<file path="src/rtl/pop_rf_pkg.sv">
// Shared types and width helpers for the double-buffered population register file.
package pop_rf_pkg;

  typedef enum logic [0:0] {
    FILL      = 1'b0,
    FULL_WAIT = 1'b1
  } pop_state_e;

  localparam int GEN_CNT_W_DEF = 16;
  typedef logic [GEN_CNT_W_DEF-1:0] gen_cnt_t;

  // Pointer width: enough to index entries 0..n-1.
  function automatic int ptr_w(input int n);
    return (n > 1) ? $clog2(n) : 1;
  endfunction

  // Read address width: one wider when n is a power of two so out-of-range requests are expressible.
  function automatic int addr_w(input int n);
    return $clog2(n + 1);
  endfunction

endpackage

</file>
<file path="src/rtl/pop_rf_bank.sv">
// One population bank: single write port, NRP registered read ports with an out-of-range guard.
module pop_rf_bank
  import pop_rf_pkg::*;
#(
  parameter int DEPTH = 100,
  parameter int DW    = 8,
  parameter int NRP   = 2,
  parameter int WAW   = ptr_w(DEPTH),
  parameter int RAW   = addr_w(DEPTH)
) (
  input  logic              clk,
  input  logic              rst,
  input  logic              i_we,
  input  logic [WAW-1:0]    i_waddr,
  input  logic [DW-1:0]     i_wdata,
  input  logic [NRP-1:0]    i_rd_en,
  input  logic [NRP*RAW-1:0] i_raddr,
  input  logic              i_rd_zero,
  output logic [NRP*DW-1:0] o_rdata,
  output logic [NRP-1:0]    o_addr_err
);

  logic [DW-1:0]     r_mem [DEPTH];
  logic [NRP*DW-1:0] r_rdata;
  logic [NRP-1:0]    r_addr_err;
  logic [NRP-1:0]    w_oor;

  always_comb begin
    w_oor = '0;
    for (int p = 0; p < NRP; p++) begin
      w_oor[p] = (i_raddr[p*RAW +: RAW] >= RAW'(DEPTH));
    end
  end

  // Storage is deliberately left out of reset.
  always_ff @(posedge clk) begin
    if (i_we) r_mem[i_waddr] <= i_wdata;
  end

  // Read data holds between requests; the error flag is a one-cycle pulse.
  always_ff @(posedge clk) begin
    if (rst) begin
      r_rdata    <= '0;
      r_addr_err <= '0;
    end else begin
      for (int p = 0; p < NRP; p++) begin
        r_addr_err[p] <= 1'b0;
        if (i_rd_en[p]) begin
          if (w_oor[p]) begin
            r_rdata[p*DW +: DW] <= '0;
            r_addr_err[p]       <= 1'b1;
          end else if (i_rd_zero) begin
            r_rdata[p*DW +: DW] <= '0;
          end else begin
            r_rdata[p*DW +: DW] <= r_mem[i_raddr[p*RAW +: WAW]];
          end
        end
      end
    end
  end

  assign o_rdata    = r_rdata;
  assign o_addr_err = r_addr_err;

endmodule

</file>
<file path="src/rtl/pop_reg_file_mp.sv">
// Double-buffered population register file: producer fills the back bank, evaluators read the front.
module pop_reg_file_mp
  import pop_rf_pkg::*;
#(
  parameter int POPSIZE      = 100,
  parameter int FRAME_SIZE   = 20,
  parameter int DATA_WIDTH   = 8,
  parameter int NUM_RD_PORTS = 2,
  parameter int GEN_CNT_W    = 16,
  localparam int AW = addr_w(POPSIZE),
  localparam int PW = ptr_w(POPSIZE),
  localparam int FW = ptr_w(FRAME_SIZE)
) (
  input  logic                               clk,
  input  logic                               rst,
  input  logic [DATA_WIDTH-1:0]              data_in,
  input  logic                               data_rdy,
  output logic                               wr_ready,
  input  logic                               swap_hold,
  input  logic [NUM_RD_PORTS-1:0]            rd_rqst,
  input  logic [NUM_RD_PORTS*AW-1:0]         read_addr,
  output logic [NUM_RD_PORTS-1:0]            data_vld,
  output logic [NUM_RD_PORTS*DATA_WIDTH-1:0] data_out,
  output logic [NUM_RD_PORTS-1:0]            addr_err,
  output logic                               new_data,
  output logic                               gen_done,
  output logic [GEN_CNT_W-1:0]               gen_count,
  output logic                               front_valid,
  output logic [0:0]                         o_dbg_state
);

  localparam logic [0:0] ST_FILL      = FILL;
  localparam logic [0:0] ST_FULL_WAIT = FULL_WAIT;

  logic [0:0]              r_state;
  logic [PW-1:0]           r_wr_ptr;
  logic [FW-1:0]           r_frame_cnt;
  logic                    r_bank_sel;
  logic [GEN_CNT_W-1:0]    r_gen_count;
  logic                    r_front_valid;
  logic                    r_new_data;
  logic                    r_gen_done;
  logic [NUM_RD_PORTS-1:0] r_data_vld;
  logic [NUM_RD_PORTS-1:0] r_rd_bank;

  logic w_accept, w_last, w_frame_end, w_swap;
  logic [NUM_RD_PORTS-1:0] w_rd_en0, w_rd_en1, w_err0, w_err1;
  logic [NUM_RD_PORTS*DATA_WIDTH-1:0] w_rdata0, w_rdata1;

  // Write handshake: a word transfers on a rising edge where data_rdy && wr_ready;
  // wr_ready is low only while a full back bank waits for swap_hold to clear.
  assign wr_ready    = (r_state == ST_FILL);
  assign w_accept    = data_rdy && wr_ready;
  assign w_last      = (r_wr_ptr == PW'(POPSIZE - 1));
  assign w_frame_end = (r_frame_cnt == FW'(FRAME_SIZE - 1));
  assign w_swap      = ((r_state == ST_FILL) && w_accept && w_last && !swap_hold) ||
                       ((r_state == ST_FULL_WAIT) && !swap_hold);

  always_ff @(posedge clk) begin
    if (rst) begin
      r_state       <= ST_FILL;
      r_wr_ptr      <= '0;
      r_frame_cnt   <= '0;
      r_bank_sel    <= 1'b0;
      r_gen_count   <= '0;
      r_front_valid <= 1'b0;
      r_new_data    <= 1'b0;
      r_gen_done    <= 1'b0;
    end else begin
      if (w_accept) begin
        r_wr_ptr    <= w_last ? '0 : r_wr_ptr + PW'(1);
        r_frame_cnt <= w_frame_end ? '0 : r_frame_cnt + FW'(1);
      end
      r_new_data <= w_accept && w_frame_end;
      r_gen_done <= w_swap;
      if (w_swap) begin
        r_bank_sel    <= ~r_bank_sel;
        r_gen_count   <= r_gen_count + GEN_CNT_W'(1);
        r_front_valid <= 1'b1;
      end
      case (r_state)
        ST_FILL:      if (w_accept && w_last && swap_hold) r_state <= ST_FULL_WAIT;
        ST_FULL_WAIT: if (!swap_hold) r_state <= ST_FILL;
        default:      r_state <= ST_FILL;
      endcase
    end
  end

  // Remember which bank served each port so data_out keeps its value across swaps.
  always_ff @(posedge clk) begin
    if (rst) begin
      r_data_vld <= '0;
      r_rd_bank  <= '0;
    end else begin
      r_data_vld <= rd_rqst;
      for (int p = 0; p < NUM_RD_PORTS; p++) begin
        if (rd_rqst[p]) r_rd_bank[p] <= r_bank_sel;
      end
    end
  end

  assign w_rd_en0 = rd_rqst & {NUM_RD_PORTS{~r_bank_sel}};
  assign w_rd_en1 = rd_rqst & {NUM_RD_PORTS{r_bank_sel}};

  pop_rf_bank #(.DEPTH(POPSIZE), .DW(DATA_WIDTH), .NRP(NUM_RD_PORTS)) u_bank0 (
    .clk(clk), .rst(rst),
    .i_we(w_accept && r_bank_sel), .i_waddr(r_wr_ptr), .i_wdata(data_in),
    .i_rd_en(w_rd_en0), .i_raddr(read_addr), .i_rd_zero(!r_front_valid),
    .o_rdata(w_rdata0), .o_addr_err(w_err0)
  );

  pop_rf_bank #(.DEPTH(POPSIZE), .DW(DATA_WIDTH), .NRP(NUM_RD_PORTS)) u_bank1 (
    .clk(clk), .rst(rst),
    .i_we(w_accept && !r_bank_sel), .i_waddr(r_wr_ptr), .i_wdata(data_in),
    .i_rd_en(w_rd_en1), .i_raddr(read_addr), .i_rd_zero(!r_front_valid),
    .o_rdata(w_rdata1), .o_addr_err(w_err1)
  );

  always_comb begin
    data_out = '0;
    for (int p = 0; p < NUM_RD_PORTS; p++) begin
      data_out[p*DATA_WIDTH +: DATA_WIDTH] = r_rd_bank[p] ? w_rdata1[p*DATA_WIDTH +: DATA_WIDTH]
                                                          : w_rdata0[p*DATA_WIDTH +: DATA_WIDTH];
    end
  end

  assign addr_err    = w_err0 | w_err1;
  assign data_vld    = r_data_vld;
  assign new_data    = r_new_data;
  assign gen_done    = r_gen_done;
  assign gen_count   = r_gen_count;
  assign front_valid = r_front_valid;
  assign o_dbg_state = r_state;

endmodule

</file>
<file path="config.mk">
export PLATFORM = sky130hd
export DESIGN_NAME = pop_reg_file_mp
export DESIGN_NICKNAME = d
export VERILOG_FILES = /design/src/rtl/pop_rf_pkg.sv /design/src/rtl/pop_rf_bank.sv /design/src/rtl/pop_reg_file_mp.sv
export SDC_FILE = /design/constraint.sdc
export NUM_CORES = 2
export LEC_CHECK = 0
export CAP_MARGIN = 10
export CORE_UTILIZATION = 60
export DETAILED_ROUTE_END_ITERATION = 12
export HOLD_SLACK_MARGIN = 0.08
export PLACE_DENSITY = 0.78
export SLEW_MARGIN = 20
export SYNTH_ARGS = -nofsm -noshare
export SYNTH_HDL_FRONTEND = slang
export SYNTH_SLANG_ARGS = --single-unit
</file>
<file path="constraint.sdc">
create_clock -name clk -period 5.92 [get_ports clk]
set_input_delay 1.184 -clock clk [delete_from_list [all_inputs] [get_ports clk]]
set_output_delay 1.184 -clock clk [all_outputs]
set_load 0.005 [all_outputs]
</file>
[After elaboration in Yosys (flattened, before gate mapping)]
Memory sizes are Yosys's and may differ from the RTL's.
Index checks and enable logic that the tools add are counted.
Storage, ports and cells
  memories kept: 2
  memory bits (writable): 1600
  bits of input ports: 28
  flip-flop bits (word level): 73
  logic and storage cells: 75
Operators by class
  $lt $le $gt $ge: 2
  reduce and logical (&&, ||, !) cells: 17
  mux-type cells: 21
  add/sub/neg operators: 3
  bitwise operators: 9
  equality and inequality tests: 2
Memory list
  u_bank0.r_mem: words 100, width 8, read ports 2, clocked after Yosys merged registers in 0, wr ports 1, line pop_rf_bank.sv:23  | logic [DW-1:0] r_mem [DEPTH];
  u_bank1.r_mem: words 100, width 8, read ports 2, clocked after Yosys merged registers in 0, wr ports 1, line pop_rf_bank.sv:23
Operators by type and width (number)
  8-bit 2-to-1 mux: 10
  16-bit by 1-bit adder with 16-bit output, second input constant: 1
  7-bit greater-or-equal comparator, second input constant: 2
  1-bit logical AND: 10
  1-bit 2-to-1 mux: 8
  2-bit OR reduction: 4
  7-bit by 1-bit adder with 7-bit output, second input constant: 1
  7-bit equality test, second input constant: 1
  7-bit 2-to-1 mux: 1
  1-bit NOT: 6
  5-bit by 1-bit adder with 5-bit output, second input constant: 1
  5-bit equality test, second input constant: 1
  5-bit 2-to-1 mux: 1
  2-bit AND: 2
  1-bit zero test: 2
  2-bit OR: 1
  1-bit one-hot mux with 2 select lines: 1
  1-bit logical OR: 1

[Logic depth before layout (Yosys ltp)]
  word-level depth: 6
  mapped depth: 12
  depth with buffers taken out: 7

[Cells and area by module]
A second synthesis with hierarchy kept.
Unflattened totals
  cell total of the unflattened synthesis: 4506
  area, all modules: 78579.1 um^2
By module, submodules not included
  pop_rf_bank: area each 38338.0 um^2, cells an instance 2146, times used 2
  pop_reg_file_mp: area each 1903.1 um^2, cells an instance 214, times used 1

[Worst setup path before layout]
OpenSTA, ideal clock, no wires.
  kind: input port to flip-flop
  start: in read_addr[0]
  end: reg u_bank0.r_rdata[5], in the netlist u_bank0.o_rdata[5]
  slack: 2.591 ns
  required time: 5.780 ns
  arrival time: 3.189 ns
  buffers on the path: 4
  cell stages on the path: 8
  cells stage by stage: buf_6 > buf_6 > buf_4 > buf_2 > mux4_2 > mux4_2 > o211ai_1 > nand4_1
On the way
  longest elaborated chain between the ends: 3
  elaborated cells on any way between the ends: 4
  those cells by class: order compare: 1; mux: 2; memory: 1
Ends and longest elaborated chain
  start, declared: line pop_reg_file_mp.sv:21  | input logic [NUM_RD_PORTS*AW-1:0] read_addr,
  memory read 100 x 8 bit
  8-bit 2-to-1 mux: line pop_rf_bank.sv:52  | end else if (i_rd_zero) begin
  8-bit 2-to-1 mux *: line pop_rf_bank.sv:49  | if (w_oor[p]) begin
  end signal, assigned by index: line pop_rf_bank.sv:55  | r_rdata[p*DW +: DW] <= r_mem[i_raddr[p*RAW +: WAW]];
  end, declared: line pop_rf_bank.sv:24  | logic [NRP*DW-1:0] r_rdata;
Every way passes the cells marked *; elsewhere a longest branch is shown, timed or not.
A chain may end at the register's enable or synchronous reset.

[Worst setup path after layout]
  start: in read_addr[7]
  end: reg u_bank1.r_rdata[14], in the netlist u_bank1.o_rdata[14]
On the way
  longest elaborated chain between the ends: 3
  elaborated cells on any way between the ends: 4
  those cells by class: order compare: 1; mux: 2; memory: 1
Ends and longest elaborated chain (line)
  memory read 100 x 8 bit
  8-bit 2-to-1 mux: pop_rf_bank.sv:52
  8-bit 2-to-1 mux *: pop_rf_bank.sv:49
  end signal, assigned by index: pop_rf_bank.sv:55
  end, declared: pop_rf_bank.sv:24
Marked as above.

==> flow_summary.yaml <==
die:
  die_area_mm2: 0.132
  boundaryPins: 69
  initial_core_util: 0.604
  die_h_um: 363
  die_w_um: 363
  core-area_mm2: 0.129
  std_cell_rows: 132
setup_path:
  crit_path_cell_trace: "buf_8 > buf_12 > buf_12 > mux4_2 > a22o_1 > a2111oi_0 > nor3_1 > a32o_1"
  cp_top_family: "compound AO/OA/AOI/OAI gates"
  critPathRequiredTime_ns: 6.63
  cpMaxStageDelayCell: "a2111oi_0"
  critPathBufInv: 3
  cp-end-kind: "register"
  slowest_delay_ns: 1.00
  startpoint_type: "input pin"
  critPathMaxFanout: 55
  criticalPathCategory: "input pin to register"
  arrival_ns: 4.90
  path_common_cell: "buf_12"
drt:
  routed_via_density: 7.55
  dr_total_vias: 47600
  drtPass1Iterations: 7
  drtIter0Drc: 8278
  drt-total-wl_um: 234000
  wl_per_cell_um: 37.0
  drc: 0
  ant_nets: 0
final_layout:
  fillers: 8376
  area_growth_pct: 9.97
  drive_gt1_frac: 0.256
  layout.nets: 4454
flow_run:
  drv_cap: 0
global_route:
  antenna_found_initial: 11
  grt_pass1_wl_um: 334000
  track_usage: 0.359
  grt_max_degree: 118
  gr-total-overflow: 0
  grt_pass1_vias: 46700
yosys:
  ys_seq_elements: 1673
  synth_xor_xnor_area_share: 0.00269
  syn_inst: 4382
  syn_avg_cell_area_um2: 17.8
  netlist-cell-type-count: 68
  muxShareOfSynthArea: 0.254
  synthArstFlopShare: 0
  synth_top_family_by_area: "multiplexers"
  synth-compound-area-share: 0.0454
  yosys_warnings: 0
  ys.flop_type: "edfxtp_1"
  yosysSeqAreaShare: 0.633
  synthAdderAreaFrac: 0.000480
  synth_simple_gate_area_frac: 0.0407
  synth_nets: 4413
  synth_edf_count: 1600
  synthesis.area_mm2: 0.0781
cts:
  hold_buffers: 0
  htree_levels: 4
  cts_sinks: 1673
  post-cts-setup-buffers: 0
  max-clock-path-buffers: 3
  clk_latency_ns: 0.81
  postCtsResizedCells: 0
  path_clk_slew_ns: 0.06
  cts_buffers: 169
  cts_tree: "yes"
  cts_root_buf: "clkbuf_16"
placement:
  dp_hpwl_um: 150000
  io_buffers: 68
  gp_congestion: 0.980
  dp_slack_ns: 1.14
pwr:
  power_density_mw_per_mm2: 296
  ir_drop_mv: 0.393
  p_leak_nw: 27.6
worst_hold_path:
  holdCritPathClass: "register to register"
timing:
  setup_slack_ns: 1.72
  worst_slew_pin_slew_ns: 1.29
  relSlewSlack: 0.121
  finalCritPeriodShare: 0.709
  rsz0062_at_grt: "false"
  setup_tns_ns: 0
  clock_skew_ns: 0.0236
  timing.fmax_ghz: 0.238
  hold_viol: 0
  slew_viol_final: 0
  final.min_clock_period_ns: 4.20
  setup_viol: 0
outcome:
  status: "finished, final reports clean"
[cell type report]
cell class	count	area, µm²	area share
Clock buffer	212	4490	0.0522
Tap cell	1742	2180	0.0254
Multi-Input combinational cell	2363	26900	0.312
Clock inverter	100	872	0.0101
Antenna cell	5	12.5	0.000146
Timing Repair Buffer	202	1980	0.0230
Sequential cell	1673	49500	0.576
Inverter	14	55.1	0.000641
[cells by family after synthesis]
family,after synthesis
buf+inv,346
simple gates,724
fa+ha+maj,3
mux,1119
flops,1673
xor+xnor,24
compound gates,493
[power breakdown]
part	internal (mW)	total [mW]	switching, mW
Clock	5.98	10.5	4.57
Combinational	0.724	1.94	1.22
Sequential	13.0	13.0	0.0127
[worst paths after layout]
path,start,to,slack [ns],depth (start not counted)
worst max register to register,o_dbg_state,u_bank1.r_mem[54][1],2.68,5
worst min-delay path,u_bank1.o_rdata[0],u_bank1.o_rdata[0],0.47,2
worst max-delay path,read_addr[7],u_bank1.o_rdata[14],1.72,8
worst min register to register,u_bank1.o_rdata[0],u_bank1.o_rdata[0],0.47,2
[metal layers]
layer	global-route usage	vias up	part of all wire
li1	-	18500	-
met1	0.475	24400	0.34
met2	0.538	3939	0.46
met3	0.100	786	0.13
met4	0.211	12	0.070
met5	0	-	0.00035
[registers in the layout (all words and copies together) (netlist names), 2 cells and up]
register / cells
r_rd_bank: 2
u_bank0.o_rdata: 16
r_frame_cnt: 5
u_bank1.o_addr_err: 2
u_bank1.o_rdata: 16
u_bank0.r_mem: 800
gen_count: 16
data_vld: 2
u_bank0.o_addr_err: 2
u_bank1.r_mem: 800
r_wr_ptr: 7
[metrics by stage]
step | hold WS, ns | total power, mW | utilization | instances | instance area [µm²]
after floorplan | 0.414 | 14.4 | - | 4382 | 78200
after global placement | 0.446 | 15.1 | 0.623 | 5994 | 80600
after detailed placement | 0.444 | 15.1 | 0.623 | 5994 | 80600
after CTS | 0.462 | 25.4 | 0.664 | 6306 | 85900
after global routing | 0.492 | 26.0 | 0.664 | 6306 | 85900
final | 0.465 | 25.5 | 0.665 | 6311 | 85900
[synth_stat cells, types with 28 or more instances]
library cell,number,area [µm²]
edfxtp_1,1600,48000
mux4_2,684,15400
mux2i_1,355,3550
nor2_1,325,1220
nand2_1,199,747
clkbuf_1,147,552
o22ai_1,115,719
mux2_2,80,901
a21oi_1,77,385
dfxtp_1,73,1460
buf_2,68,340
a22oi_1,59,443
buf_4,59,443
a211o_1,35,307
a221oi_1,34,298
nand3_1,33,165
nor3_1,33,165
buf_1,31,116
o21ai_0,28,140
[cells in the final DEF (no fill, tap or decap), drive strengths merged, types with 28 or more instances in the layout]
cell type | synthesis | layout
nor3 | 33 | 33
o22ai | 115 | 115
a211o | 35 | 35
buf | 185 | 152
a21oi | 77 | 77
a22oi | 59 | 59
edfxtp | 1600 | 1600
nor2 | 325 | 325
clkdlybuf4s50 | 0 | 49
o21ai | 28 | 28
dfxtp | 73 | 73
clkinv | 1 | 70
clkbuf | 147 | 213
mux4 | 684 | 684
mux2i | 355 | 355
a221oi | 34 | 34
nand3 | 33 | 33
mux2 | 80 | 80
nand2 | 199 | 199
[worst min-delay path: cells and delay by family (launching register included)]
family	cells	cell delay [ns]
DFF	1	0.31
AOI/OAI and AO/OA	1	0.06
and+or+nand+nor	1	0.05
(Power assumes the default switching activity.)
